[src/rtl/kernel_launch_ctrl.sv]
// Kernel launch controller: streams a host program into instruction memory,
// then launches the core and supervises it with a cycle counter and timeout.
module kernel_launch_ctrl #(
    parameter int IMEM_AW   = 6,
    parameter int IMEM_SIZE = 40,
    parameter int TIMEOUT   = 4096
) (
    input  logic               clk,
    input  logic               rst,
    input  logic               prog_valid,
    input  logic [31:0]        prog_data,
    input  logic               prog_last,
    output logic               prog_ready,
    input  logic               host_start,
    output logic               host_done,
    output logic               host_idle,
    output logic [1:0]         status,
    output logic [15:0]        cycle_count,
    output logic               imem_we,
    output logic [IMEM_AW-1:0] imem_waddr,
    output logic [31:0]        imem_wdata,
    output logic               core_rst,
    output logic               core_start,
    input  logic               core_done
);

    typedef enum logic [2:0] {IDLE, LOAD, ARMED, RUN, DONE} state_t;

    localparam logic [1:0]         ST_OK      = 2'd0;
    localparam logic [1:0]         ST_TIMEOUT = 2'd1;
    localparam logic [1:0]         ST_LENERR  = 2'd2;
    localparam logic [IMEM_AW-1:0] LAST_ADDR  = IMEM_AW'(IMEM_SIZE - 1);
    localparam logic [15:0]        CNT_LIMIT  = 16'(TIMEOUT - 1);

    state_t             state_q, state_d;
    logic [IMEM_AW-1:0] wptr_q, wptr_d;
    logic [1:0]         status_q, status_d;
    logic [15:0]        cnt_q, cnt_d;
    logic               core_rst_q, core_start_q, host_done_q, host_idle_q;
    logic               accept, launch;
    logic [IMEM_AW-1:0] waddr;

    // A fresh load from IDLE or DONE always restarts at address 0, even though
    // DONE keeps the old pointer around for reruns.
    always_comb begin
        prog_ready = ~rst & ((state_q == IDLE) | (state_q == LOAD) | (state_q == DONE));
        accept     = prog_valid & prog_ready;
        waddr      = (state_q == LOAD) ? wptr_q : '0;
        imem_we    = accept;
        imem_waddr = waddr;
        imem_wdata = prog_data;
    end

    always_comb begin
        state_d  = state_q;
        wptr_d   = wptr_q;
        status_d = status_q;
        cnt_d    = cnt_q;
        launch   = 1'b0;
        case (state_q)
            IDLE, LOAD, DONE: begin
                if (accept) begin
                    wptr_d = waddr + IMEM_AW'(1);
                    if (state_q != LOAD) status_d = ST_OK;
                    if (prog_last) begin
                        state_d = ARMED;
                    end else if (waddr == LAST_ADDR) begin
                        state_d  = ARMED;
                        status_d = ST_LENERR;
                    end else begin
                        state_d = LOAD;
                    end
                end else if (state_q == DONE && host_start) begin
                    launch = 1'b1;
                end
            end
            ARMED: begin
                if (host_start) launch = 1'b1;
            end
            RUN: begin
                // core_start_q is high exactly in the first RUN cycle, where
                // a stale core_done from the previous run must be ignored.
                if (core_done && !core_start_q) begin
                    state_d = DONE;
                end else if (cnt_q == CNT_LIMIT) begin
                    state_d  = DONE;
                    status_d = ST_TIMEOUT;
                end else begin
                    cnt_d = cnt_q + 16'd1;
                end
            end
            default: state_d = IDLE;
        endcase
        if (launch) begin
            state_d = RUN;
            cnt_d   = '0;
            if (status_q != ST_LENERR) status_d = ST_OK;
        end
    end

    always_ff @(posedge clk) begin
        if (rst) begin
            state_q      <= IDLE;
            wptr_q       <= '0;
            status_q     <= ST_OK;
            cnt_q        <= '0;
            core_rst_q   <= 1'b1;
            core_start_q <= 1'b0;
            host_done_q  <= 1'b0;
            host_idle_q  <= 1'b1;
        end else begin
            state_q      <= state_d;
            wptr_q       <= wptr_d;
            status_q     <= status_d;
            cnt_q        <= cnt_d;
            core_rst_q   <= (state_d != RUN);
            core_start_q <= launch;
            host_done_q  <= (state_q == RUN) && (state_d == DONE);
            host_idle_q  <= (state_d != RUN);
        end
    end

    assign status      = status_q;
    assign cycle_count = cnt_q;
    assign core_rst    = core_rst_q;
    assign core_start  = core_start_q;
    assign host_done   = host_done_q;
    assign host_idle   = host_idle_q;

endmodule

[config.mk]
export PLATFORM = sky130hd
export DESIGN_NAME = kernel_launch_ctrl
export DESIGN_NICKNAME = d
export VERILOG_FILES = /design/src/rtl/kernel_launch_ctrl.sv
export SDC_FILE = /design/constraint.sdc
export NUM_CORES = 1
export LEC_CHECK = 0
export BUFFER_PORTS_ARGS = -buffer_cell sky130_fd_sc_hd__buf_2
export CORE_AREA = 2 2 115 72
export CTS_CLUSTER_DIAMETER = 60
export CTS_CLUSTER_SIZE = 40
export DETAILED_ROUTE_END_ITERATION = 8
export DIE_AREA = 0 0 117 74
export SETUP_SLACK_MARGIN = 0.3
export SYNTH_ARGS = -nofsm -noshare
export SYNTH_HDL_FRONTEND = slang
export SYNTH_SLANG_ARGS = --single-unit
[constraint.sdc]
create_clock -name clk -period 2.1 [get_ports clk]
set_input_delay 0.105 -clock clk [delete_from_list [all_inputs] [get_ports clk]]
set_output_delay 0.105 -clock clk [all_outputs]
set_load 0.005 [all_outputs]
After elaboration in Yosys (flattened, before gate mapping)
Cells that the tools add are included.
{"block": "totals", "output_inout_bits": 62, "reg_bits": 30, "input_bits": 38}
{"block": "classes", "n_addsub": 2, "mux": 21, "n_eq_ne": 10, "bitwise_logic": 7, "n_reduce_logical": 9}
{"op": "2-bit two-way mux", "n": 10}
{"op": "16-bit by 1-bit adder with 16-bit output, second input constant", "n": 1}
{"op": "16-bit by 12-bit equality test with 1-bit output, second input constant", "n": 1}
{"op": "3-bit two-way mux", "n": 4}
{"op": "3-bit one-hot mux with 3 select lines", "n": 1}
{"op": "6-bit by 1-bit adder with 6-bit output, second input constant", "n": 1}
{"op": "3-bit by 2-bit equality test with 1-bit output, second input constant", "n": 2}
{"op": "3-bit equality test, second input constant", "n": 2}
{"op": "6-bit equality test, second input constant", "n": 1}
{"op": "6-bit two-way mux", "n": 1}
{"op": "2-bit one-hot mux with 2 select lines", "n": 1}
{"op": "3-bit by 1-bit equality test with 1-bit output, second input constant", "n": 1}
{"op": "1-bit logical AND", "n": 3}
{"op": "3-bit zero test", "n": 1}
{"op": "1-bit two-way mux", "n": 3}
{"op": "3-bit by 1-bit inequality test with 1-bit output, second input constant", "n": 1}
{"op": "3-bit by 2-bit inequality test with 1-bit output, second input constant", "n": 1}
{"op": "1-bit NOT", "n": 3}
{"op": "3-bit AND reduction", "n": 1}
{"op": "3-bit OR reduction", "n": 1}
{"op": "1-bit AND", "n": 2}
{"op": "2-bit inequality test, second input constant", "n": 1}
{"op": "1-bit OR", "n": 2}
{"op": "1-bit one-hot mux with 2 select lines", "n": 1}
{"op": "other kinds (3)", "n": 3}

Depth between registers and ports, before layout
Gate-level depths: netlist of run 1.
{"block": "depth", "depth_word": 10, "mapped_depth": 7, "ltp_nobuf": 6}

Worst setup path before layout of run 1
Ideal clock, no wire load.
{"block": "synth_path", "path_type": "reg2reg", "startpoint": "register cnt_q[0] (netlist: cycle_count[0])", "endpoint": "register cnt_q[8] (netlist: cycle_count[8])", "t_required_ns": 2.030, "path_slack_ns": 0.206, "arrival_time_ns": 1.824, "synth_period_minus_slack_ns": 1.894, "stages_incl_launch_ff": 7, "setup_time_ns": 0.070, "path_cell_list": "dfxtp_1 > ha_1 > nand2_1 > or4_1 > buf_2 > or4_1 > a21oi_1"}
{"block": "synth_between", "elab_chain_len": 3, "elab_cells_between_ends": 4, "cone_classes": "add/sub (1); eq/ne (1); bitwise (1); reduce/logical (1)"}
{"element": "from (decl)", "line_no": "38", "text": "logic [15:0] cnt_q, cnt_d;"}
{"element": "from (signal assigned)", "line_no": "115", "text": "cnt_q <= cnt_d;"}
{"element": "parallel branches: the longest is 3 deep, another holds 16-bit by 1-bit adder with 16-bit output"}
Several ways; the timed one is not identified.
A chain may end at the register's enable or synchronous reset.

Final worst setup path of run 1
{"block": "layout_path", "startpoint": "register state_q[2]", "endpoint": "register cnt_q[12] (netlist: cycle_count[12])"}
{"block": "layout_between", "elab_chain_len": 8, "elab_cells_between_ends": 16, "cone_classes": "eq/ne (4); mux (3); bitwise (4); reduce/logical (5)"}
{"element": "from (decl)", "line_no": "35", "text": "state_t state_q, state_d;"}
{"element": "from (signal assigned)", "line_no": "112", "text": "state_q <= state_d;"}
{"element": "3-bit by 1-bit equality test with 1-bit output or 3-bit zero test (tied branches)", "line_no": "46, 60"}
{"element": "1-bit OR (2 in a row)", "line_no": "46", "text": "prog_ready = ~rst & ((state_q == IDLE) | (state_q == LOAD) | (state_q == DONE));"}
{"element": "1-bit AND", "line_no": "46"}
{"element": "1-bit AND", "line_no": "47", "text": "accept = prog_valid & prog_ready;"}
{"element": "1-bit two-way mux", "line_no": "62", "text": "if (accept) begin"}
{"element": "1-bit one-hot mux with 2 select lines", "line_no": "60", "text": "case (state_q)"}
{"element": "2-bit OR reduction (no line)"}
Several ways; a longest one is shown, not always the timed one.

==> results of run 1 <==
cells by family after synthesis:
| logic type | share of synthesized area [%] |
|---|---|
| AND/OR/NAND/NOR | 29.7 |
| AO/OA/AOI/OAI | 19.3 |
| buffers and inverters | 17.2 |
| flip-flops | 32.4 |
| adder cells (fa/ha/maj) | 1.35 |
cell usage in the layout (no fill, tap or decap), types with 7 or more instances in the layout:
master / n
buf_2: 35
o31ai_1: 10
or4_1: 7
inv_1: 8
and2_1: 7
a21oi_1: 16
nand3_1: 9
dfxtp_4: 7
o21ai_0: 11
nor2_1: 8
buf_4: 13
dfxtp_1: 18
worst max-delay path: stages (launching register included):
cell,delay (ns)
dfxtp_4,0.36
nand3b_4,0.17
or4_4,0.58
or4b_4,0.50
a21oi_2,0.15
metrics by stage:
stage | area [um2] | power (uW) | std cells | hold slack (ns) | worst slack [ns]
floorplan | 1910 | 725 | 226 | 0.289 | 0.299
global placement | 1950 | 702 | 333 | 0.210 | 0.209
detailed placement | 1950 | 704 | 333 | 0.210 | 0.153
CTS | 2190 | 1510 | 347 | 0.170 | 0.250
global route | 2300 | 1560 | 351 | 0.185 | 0.179
finish | 2300 | 1510 | 351 | 0.187 | 0.257
routing by layer:
metal | track usage, % | up-vias | share of wire (%)
met5 | 0 | - | 0
met4 | 3.40 | 0 | 1.4
met3 | 3.50 | 8 | 3.7
met2 | 16.3 | 44 | 46
met1 | 15.0 | 838 | 49
li1 | - | 846 | -
cell usage after synthesis (all sizes together), types with 3 or more instances:
| cell type | instances | area share (%) |
|---|---|---|
| o21ai | 12 | 3.2 |
| or3b | 4 | 1.9 |
| a21oi | 21 | 5.7 |
| buf | 38 | 15 |
| or3 | 4 | 1.4 |
| or4 | 13 | 5.5 |
| nor4 | 3 | 1.0 |
| nand2 | 9 | 1.8 |
| nand3 | 9 | 2.4 |
| inv | 8 | 1.6 |
| nor2 | 8 | 1.6 |
| nor3 | 6 | 1.6 |
| and2 | 7 | 2.4 |
| nand4 | 4 | 1.7 |
| nand2b | 4 | 1.4 |
| o31ai | 10 | 4.1 |
| dfxtp | 30 | 32 |
| a31oi | 3 | 1.0 |
| and3 | 3 | 1.0 |
| clkbuf | 3 | 0.61 |
| nor3b | 3 | 1.2 |
power by group through the flow:
stage               Sequential, uW  Clock (uW)  Combinational [uW]
floorplan                      594           0                 131
global placement               604           0                98.0
detailed placement             604           0                99.5
CTS                            591         819                 103
global route                   591         849                 123
finish                         590         806                 110
sequential cells by signal (all words and copies together) (netlist names):
register	flops
wptr_q	6
state_q	3
cycle_count	16
status	2
host_done	1
core_start	1
host_idle	1
what timing repair did:
action / 4_1_cts / 5_1_grt
setup endpoints to repair: 15 / 18
buffers inserted: 6 / 4
gates resized for setup: 9 / 23
gates cloned: 0 / 0
pin swaps: 4 / 15
path summary, 6_finish.rpt:
path | startpoint | end | slack (ns)
worst max register to register | state_q[2] | cycle_count[12] | 0.26
worst min register to register | wptr_q[1] | wptr_q[1] | 0.47
worst min-delay path | rst | wptr_q[3] | 0.19
worst max-delay path | state_q[2] | cycle_count[12] | 0.26
cell type report:
type                            instances  area (um2)
Multi-Input combinational cell        147        1050
Fill cell                             805        5370
Clock buffer                            7         133
Sequential cell                        30         633
Inverter                                8        30.0
Tap cell                              108         135
Clock inverter                          1        30.0
Timing Repair Buffer                   50         288
==> results.ini, run 1 <==
[synth]
synth_edf_count=0
yosysUniqueCellTypes=45
netlist_area_um2=1850
syn-num-nets=266
async_flop_share_pct=0
syn_inst=226
syn_area_per_cell_um2=8.20
seq_area_frac_synth_pct=32.4
yosysWarningCount=0
synth_top_flop_cell=dfxtp_1
ys_ff_latch=30

[routing]
via_count=1736
finalWirelength_um=4830
dr.pass1.iters=4
ant_nets=0
wl_per_cell_um=13.8
via_per_inst=4.95
drt_iter0_drc=80
drc=0

[clock_network]
clockBufferDepth=2
cts_max_level=2
clkLatencyLatePin_ns=0.28
cts_buffers=5
cts_root_buf=clkbuf_16
cts_tree=yes
cts_hold_buf=0
path_clk_slew_ns=0.05
clock-sinks=30

[floorplanning]
die_h_um=74
die_w_um=117
start_util_pct=24.2
io_pins=100
num_rows=25
core_area_um2=7660
die_area_um2=8660

[critical_path]
worstSetupPathType=reg -> reg
endpoint_kind=flip-flop
arrival_ns=2.05
crit_fanout=6
r2r_cells=4
critPathLaunchType=flip-flop
cp.required_ns=2.30

[power_and_ir_drop]
ir_worst_vdd_mv=0.375
p_leak_uw=0.000886
p_sw_uw=327
p_seq_share_pct=39.2
cellPowerDensity_nw_per_um2=656
power.share.clock_pct=53.5
pwr-share-comb_pct=7.3
intPower_uw=1180
p_sw_share_pct=21.7

[placed_design]
place.gp.congestion=0.829
place_hpwl_um=3150
numPortBuffers=35

[hold_path]
hp-class=in -> reg
hold_path_depth=2

[global_routing]
antenna_found_initial=0
grt_start_max_net_pins=19
grt_overflow_total=0
grt_pass1_wl_um=7450
grt_pass1_vias=1520
grtUsageTotal_pct=10.9

[final_layout]
diodes=0
areaGrowthSynthToFinish_pct=23.9
layout-drive-gt1-share_pct=39.9
utilization_pct=30.0
final_net_count=282

[timing]
min_period_ns=1.84
tns_ns=0
clock.fmax_ghz=0.543
relSlewSlack_pct=59.6
setup_viol=0
post-route-period-util_pct=87.8
slew_viol_final=0
worst_slew_pin_slew_ns=0.597
finalHoldViolCount=0
rsz0062_at_grt=yes
fin_skew_ns=0.00937

[flow_run]
drv_cap=0

[outcome]
status=finished clean

Power figures use the tool's default switching activity.
==> run 2, diff against run 1 <==
Settings changed: CORE_AREA 2 2 115 72 to 2 2 117 74, DIE_AREA 0 0 117 74 to 0 0 119 76.
==> run 2 against run 1 <==
Against the previous run:
- critical path type unchanged
- register-to-register slack gained 0.03 ns
- via count shrank 2.6%
- final cell count shrank 0.57%
- largest power group unchanged
- worst hold slack lost 0.010 ns
- critical endpoint is now cycle_count[8]
- first-iteration DRC count shrank 19%
- combinational power shrank 6%
- critical path depth is the same
- sequential cell count is the same
- sequential power is essentially flat
- die area grew 4.5%
==> results.ini, run 2 (same netlist as run 1, synthesis figures left out) <==
[placed_design]
place_hpwl_um=3180  ; +0.79%
numPortBuffers=35  ; unchanged
place.gp.congestion=0.811  ; -2.1%
dp_slack_ns=0.159  ; +0.00557 ns

[floorplanning]
die_h_um=76  ; +2.7%
start_util_pct=22.9  ; -1.3 points
die_area_um2=9040  ; +4.5%
num_rows=26  ; +4.0%
core_area_um2=8100  ; +5.7%
die_w_um=119  ; +1.7%
io_pins=100  ; unchanged

[final_layout]
final_net_count=277  ; -1.8%
largest_reg_flops=16  ; unchanged
n_fill_cell=849  ; +5.5%
diodes=0  ; unchanged
areaGrowthSynthToFinish_pct=18.4
layout_commonest_cell=buf_2
utilization_pct=27.1  ; -2.9 points
layout-drive-gt1-share_pct=35.9  ; -4.1 points
layout_common_cells=35 x buf_2, 21 x dfxtp_1, 19 x a21oi_1, 11 x o21ai_0, 10 x o31ai_1

[timing]
slew_viol_final=0  ; unchanged
tns_ns=0  ; unchanged
fin_skew_ns=0.00526  ; -0.00412 ns
setup_slack_ns=0.285  ; +0.0284 ns
relSlewSlack_pct=65.9  ; +6.2 points
rsz0062_at_grt=yes
min_period_ns=1.81  ; -0.0284 ns
finalHoldViolCount=0  ; unchanged
clock.fmax_ghz=0.551  ; +1.6%
post-route-period-util_pct=86.4  ; -1.4 points
worst_slew_pin_slew_ns=0.505  ; -0.0925 ns
setup_viol=0  ; unchanged

[clock_network]
cts_root_buf=clkbuf_16
clock-sinks=30  ; unchanged
path_clk_slew_ns=0.05  ; about the same
clockBufferDepth=2  ; unchanged
clkLatencyLatePin_ns=0.27  ; about the same
cts_tree=yes
cts_buffers=5  ; unchanged
cts_hold_buf=0  ; unchanged
cts_max_level=2  ; unchanged

[routing]
drt_iter0_drc=65  ; -19%
finalWirelength_um=4580  ; -5.2%
via_count=1691  ; -2.6%
drc=0  ; unchanged
wl_per_cell_um=13.1  ; -4.6%
via_per_inst=4.85  ; -2.0%
dr.pass1.iters=4  ; unchanged
ant_nets=0  ; unchanged

[power_and_ir_drop]
p_sw_share_pct=23.4  ; +1.7 points
power.share.clock_pct=49.1  ; -4.4 points
cellPowerDensity_nw_per_um2=620  ; -5.5%
intPower_uw=1040  ; -12%
ir_worst_vdd_mv=0.254  ; -32%
p_leak_uw=0.000854  ; -3.6%
p_sw_uw=318  ; -2.7%
pwr-share-comb_pct=7.5  ; +0.2 points
p_seq_share_pct=43.3  ; +4.1 points

[critical_path]
endpoint_kind=flip-flop
reg2reg_from=state_q[2]
arrival_ns=2.02  ; -0.03 ns
critPathLaunchType=flip-flop
r2r_cells=4  ; unchanged
cp.required_ns=2.31  ; about the same
r2r_end=cycle_count[8]
r2r_setup_slack_ns=0.29  ; +0.03 ns
crit_fanout=6  ; unchanged
worstSetupPathType=reg -> reg

[global_routing]
grt_pass1_vias=1544  ; +1.6%
grt_pass1_wl_um=7330  ; -1.6%
antenna_found_initial=0  ; unchanged
use_met3_pct=2.84  ; -0.66 points
grt_start_max_net_pins=19  ; unchanged
use_met1_pct=13.1  ; -1.9 points
globalRouteMet2Util_pct=15.1  ; -1.2 points
top_usage_layer=met2
grt_overflow_total=0  ; unchanged
grtUsageTotal_pct=10.1  ; -0.84 points

[hold_path]
min_to=state_q[0]
hold_path_depth=2  ; unchanged
hold_start=rst
hp-class=in -> reg

[flow_run]
drv_cap=0  ; unchanged

[outcome]
status=finished clean

[run 2: cell count changes in the layout (fill, tap and decap cells not counted), sizes merged]
cell and change:
clkbuf -3, bufinv -1, clkinv +2, buf -4
[run 2: layout make-up]
cell class | instances | area, um2 | area share, %
Sequential cell | 30 | 632 | 28.8
Timing Repair Buffer | 45 | 254 | 11.6
Multi-Input combinational cell | 147 | 1000 | 45.7
Tap cell | 112 | 140 | 6.39
Clock inverter | 2 | 10.0 | 0.456
Inverter | 8 | 30.0 | 1.37
Clock buffer | 5 | 125 | 5.70
[run 2: critical path: stages, from the launching register on]
cell and delay (ns):
dfxtp_4 0.36, nand3b_4 0.17, or4_4 0.59, or4_4 0.50, a21oi_2 0.13
[run 2: metal layers]
| layer | routed length, um | up-vias |
|---|---|---|
| met5 | 0 | - |
| met4 | 101 | 0 |
| met3 | 124 | 11 |
| met2 | 2070 | 24 |
| met1 | 2290 | 837 |
| li1 | - | 819 |
[run 2: worst max-delay path by stage]
stage / start / end / slack [ns] / cells past startpoint
CTS: cycle_count[0] / cycle_count[12] / 0.24 / 5
finish: state_q[2] / cycle_count[8] / 0.29 / 4
detailed placement: state_q[1] / cycle_count[12] / 0.16 / 4
global route: cycle_count[1] / cycle_count[8] / 0.24 / 5
global placement: state_q[0] / state_q[0] / 0.21 / 7
floorplan: cycle_count[5] / cycle_count[8] / 0.30 / 5
[run 2: stage by stage]
stage / instance area (um2) / std cells / hold WS, ns / power, uW
finish: 2190 / 349 / 0.176 / 1360
global route: 2190 / 349 / 0.190 / 1420
CTS: 2150 / 348 / 0.171 / 1370
detailed placement: 1960 / 337 / 0.210 / 703
global placement: 1960 / 337 / 0.210 / 702
floorplan: 1910 / 226 / 0.289 / 725
[run 2: power by group through the flow]
stage,clock network [uW],logic [uW],registers [uW]
2_1_floorplan,0,131,594
6_report,668,103,589
4_1_cts,682,100,593
3_5_place_dp,0,97.6,606
5_1_grt,712,113,590
3_3_place_gp,0,98.3,604
[run 2: what timing repair did]
item | 4_1_cts | 5_1_grt
pin swaps | 5 | 7
setup buffers | 4 | 1
hold endpoints to repair | 0 | 0
setup endpoints to repair | 16 | 18
resized for setup | 9 | 12
==> run 3, diff against run 2 <==
Clock period 2.1 ns to 2.3 ns, I/O delays scaled along.
==> run 3 against run 2 <==
Against the previous run:
- maximum frequency is 5.0% lower
- first-iteration DRC count is 110% higher
- largest cell class unchanged
- clock power is 11% higher
- global-route usage is 0.45 points higher
- largest power group unchanged
- highest routed layer unchanged
- combinational power is 13% lower
- final cell count is 1.1% lower
- worst setup slack better by 0.10 ns
- sequential power is 7.3% lower
==> results.ini, run 3 (same netlist as run 1, synthesis figures left out) <==
[floorplanning]
num_rows=26  ; unchanged
die_area_um2=9040  ; unchanged
die_h_um=76  ; unchanged
io_pins=100  ; unchanged
die_w_um=119  ; unchanged
core_area_um2=8100  ; unchanged
start_util_pct=22.9  ; unchanged

[clock_network]
cts_max_level=2  ; unchanged
clockBufferDepth=2  ; unchanged
cts_hold_buf=0  ; unchanged
cts_tree=yes
clkLatencyLatePin_ns=0.28  ; about the same
cts_root_buf=clkbuf_16
path_clk_slew_ns=0.05  ; about the same
cts_buffers=5  ; unchanged
clock-sinks=30  ; unchanged

[final_layout]
fin_area_um2=2100  ; -4.1%
layout-drive-gt1-share_pct=28.3  ; -7.5 points
layout_commonest_cell=buf_2
areaGrowthSynthToFinish_pct=13.6
largest_reg_flops=16  ; unchanged
final_net_count=272  ; -1.8%
diodes=0  ; unchanged
layout_common_cells=35 x buf_2, 26 x dfxtp_1, 21 x a21oi_1, 11 x or4_1, 11 x o21ai_0
n_fill_cell=898  ; +5.8%
ff_latch_area_um2=606  ; -4.2%
multi_input_area_um2=951  ; -5.2%

[critical_path]
endpoint_kind=flip-flop
worstSetupPathType=reg -> reg
arrival_ns=2.12  ; +0.10 ns
cp.required_ns=2.51  ; +0.20 ns
crit_fanout=5  ; -1
critPathLaunchType=flip-flop

[timing]
setup_viol=0  ; unchanged
fin_skew_ns=0.00498  ; -0.000276 ns
tns_ns=0  ; unchanged
worst_slew_pin_slew_ns=0.540  ; +0.0356 ns
finalHoldViolCount=0  ; unchanged
setup_slack_ns=0.389  ; +0.103 ns
slew_viol_final=0  ; unchanged
clock.fmax_ghz=0.523  ; -5.0%
post-route-period-util_pct=83.1  ; -3.3 points
rsz0062_at_grt=yes
min_period_ns=1.91  ; +0.0965 ns
relSlewSlack_pct=63.5  ; -2.4 points

[routing]
top_layer_used=met4
via_count=1627  ; -3.8%
dr_wl_met2_um=1780  ; -14%
ant_nets=0  ; unchanged
dr.pass1.iters=4  ; unchanged
wl_met1_um=2420  ; +5.5%
dr_wl_met3_um=251  ; +100%
finalWirelength_um=4560  ; -0.57%
wl_per_cell_um=13.2  ; +0.59%
via_per_inst=4.72  ; -2.7%
drt_iter0_drc=137  ; +110%
drc=0  ; unchanged

[global_routing]
grt_overflow_total=0  ; unchanged
grtUsageTotal_pct=10.5  ; +0.45 points
grt_pass1_wl_um=7580  ; +3.4%
antenna_found_initial=0  ; unchanged
grt_pass1_vias=1552  ; +0.52%
grt_start_max_net_pins=19  ; unchanged

[power_and_ir_drop]
power_uw=1380  ; +1.4%
p_leak_uw=0.000826  ; -3.3%
ir_worst_vdd_mv=0.248  ; -2.4%
cellPowerDensity_nw_per_um2=655  ; +5.8%

[hold_path]
hp-class=in -> reg

[placed_design]
dp_slack_ns=0.218  ; +0.0592 ns
numPortBuffers=35  ; unchanged
place_area_um2=1920  ; -2.1%
place.gp.congestion=0.762  ; -6.1%
place_hpwl_um=3280  ; +3.1%

[outcome]
status=finished clean

[flow_run]
drv_cap=0  ; unchanged

run 3: timing repair:
action,CTS,global route
endpoints found under the setup margin,9,11
hold endpoints to repair,0,0
setup buffers,0,0
gates resized for setup,3,5
run 3: power breakdown:
group / leakage (uW) / switching [uW] / total, uW / internal [uW]
Sequential: 0.000244 / 16.8 / 546 / 529
Clock: 0.0000836 / 237 / 743 / 506
Combinational: 0.000499 / 51.7 / 89.5 / 37.9
run 3: path summary, 6_finish.rpt:
path	from	depth (start not counted)	to	slack, ns
min reg2reg	wptr_q[1]	2	wptr_q[1]	0.48
min	rst	2	wptr_q[0]	0.17
max reg2reg	cycle_count[3]	4	cycle_count[13]	0.39
max	cycle_count[3]	4	cycle_count[13]	0.39
run 3: routing by layer:
| layer | global-route usage [%] | vias to the layer above |
|---|---|---|
| li1 | - | 822 |
| met5 | 0 | - |
| met4 | 5.60 | 0 |
| met2 | 13.8 | 44 |
| met1 | 14.7 | 752 |
| met3 | 3.89 | 9 |
run 3: worst max-delay path, stage by stage (launching register included):
cell and delay [ns]:
dfxtp_1 0.40, nand4_2 0.18, or4_1 0.63, or4_1 0.49, a21oi_1 0.14
run 3: through the flow:
step	hold WS (ns)	util, %	std cells
after detailed placement	0.230	23.7	337
after CTS	0.161	25.8	345
after floorplan	0.299	-	226
after global routing	0.201	26.0	345
after global placement	0.230	23.7	337
final	0.171	26.0	345
run 3: final cells by class:
class	instances	area share (%)
inverters	8	1.43
clock inverters	3	1.90
clock buffers	5	5.95
well taps	112	6.66
multi-input cells	147	45.2
repair buffers	40	10.1
flip-flops and latches	30	28.8
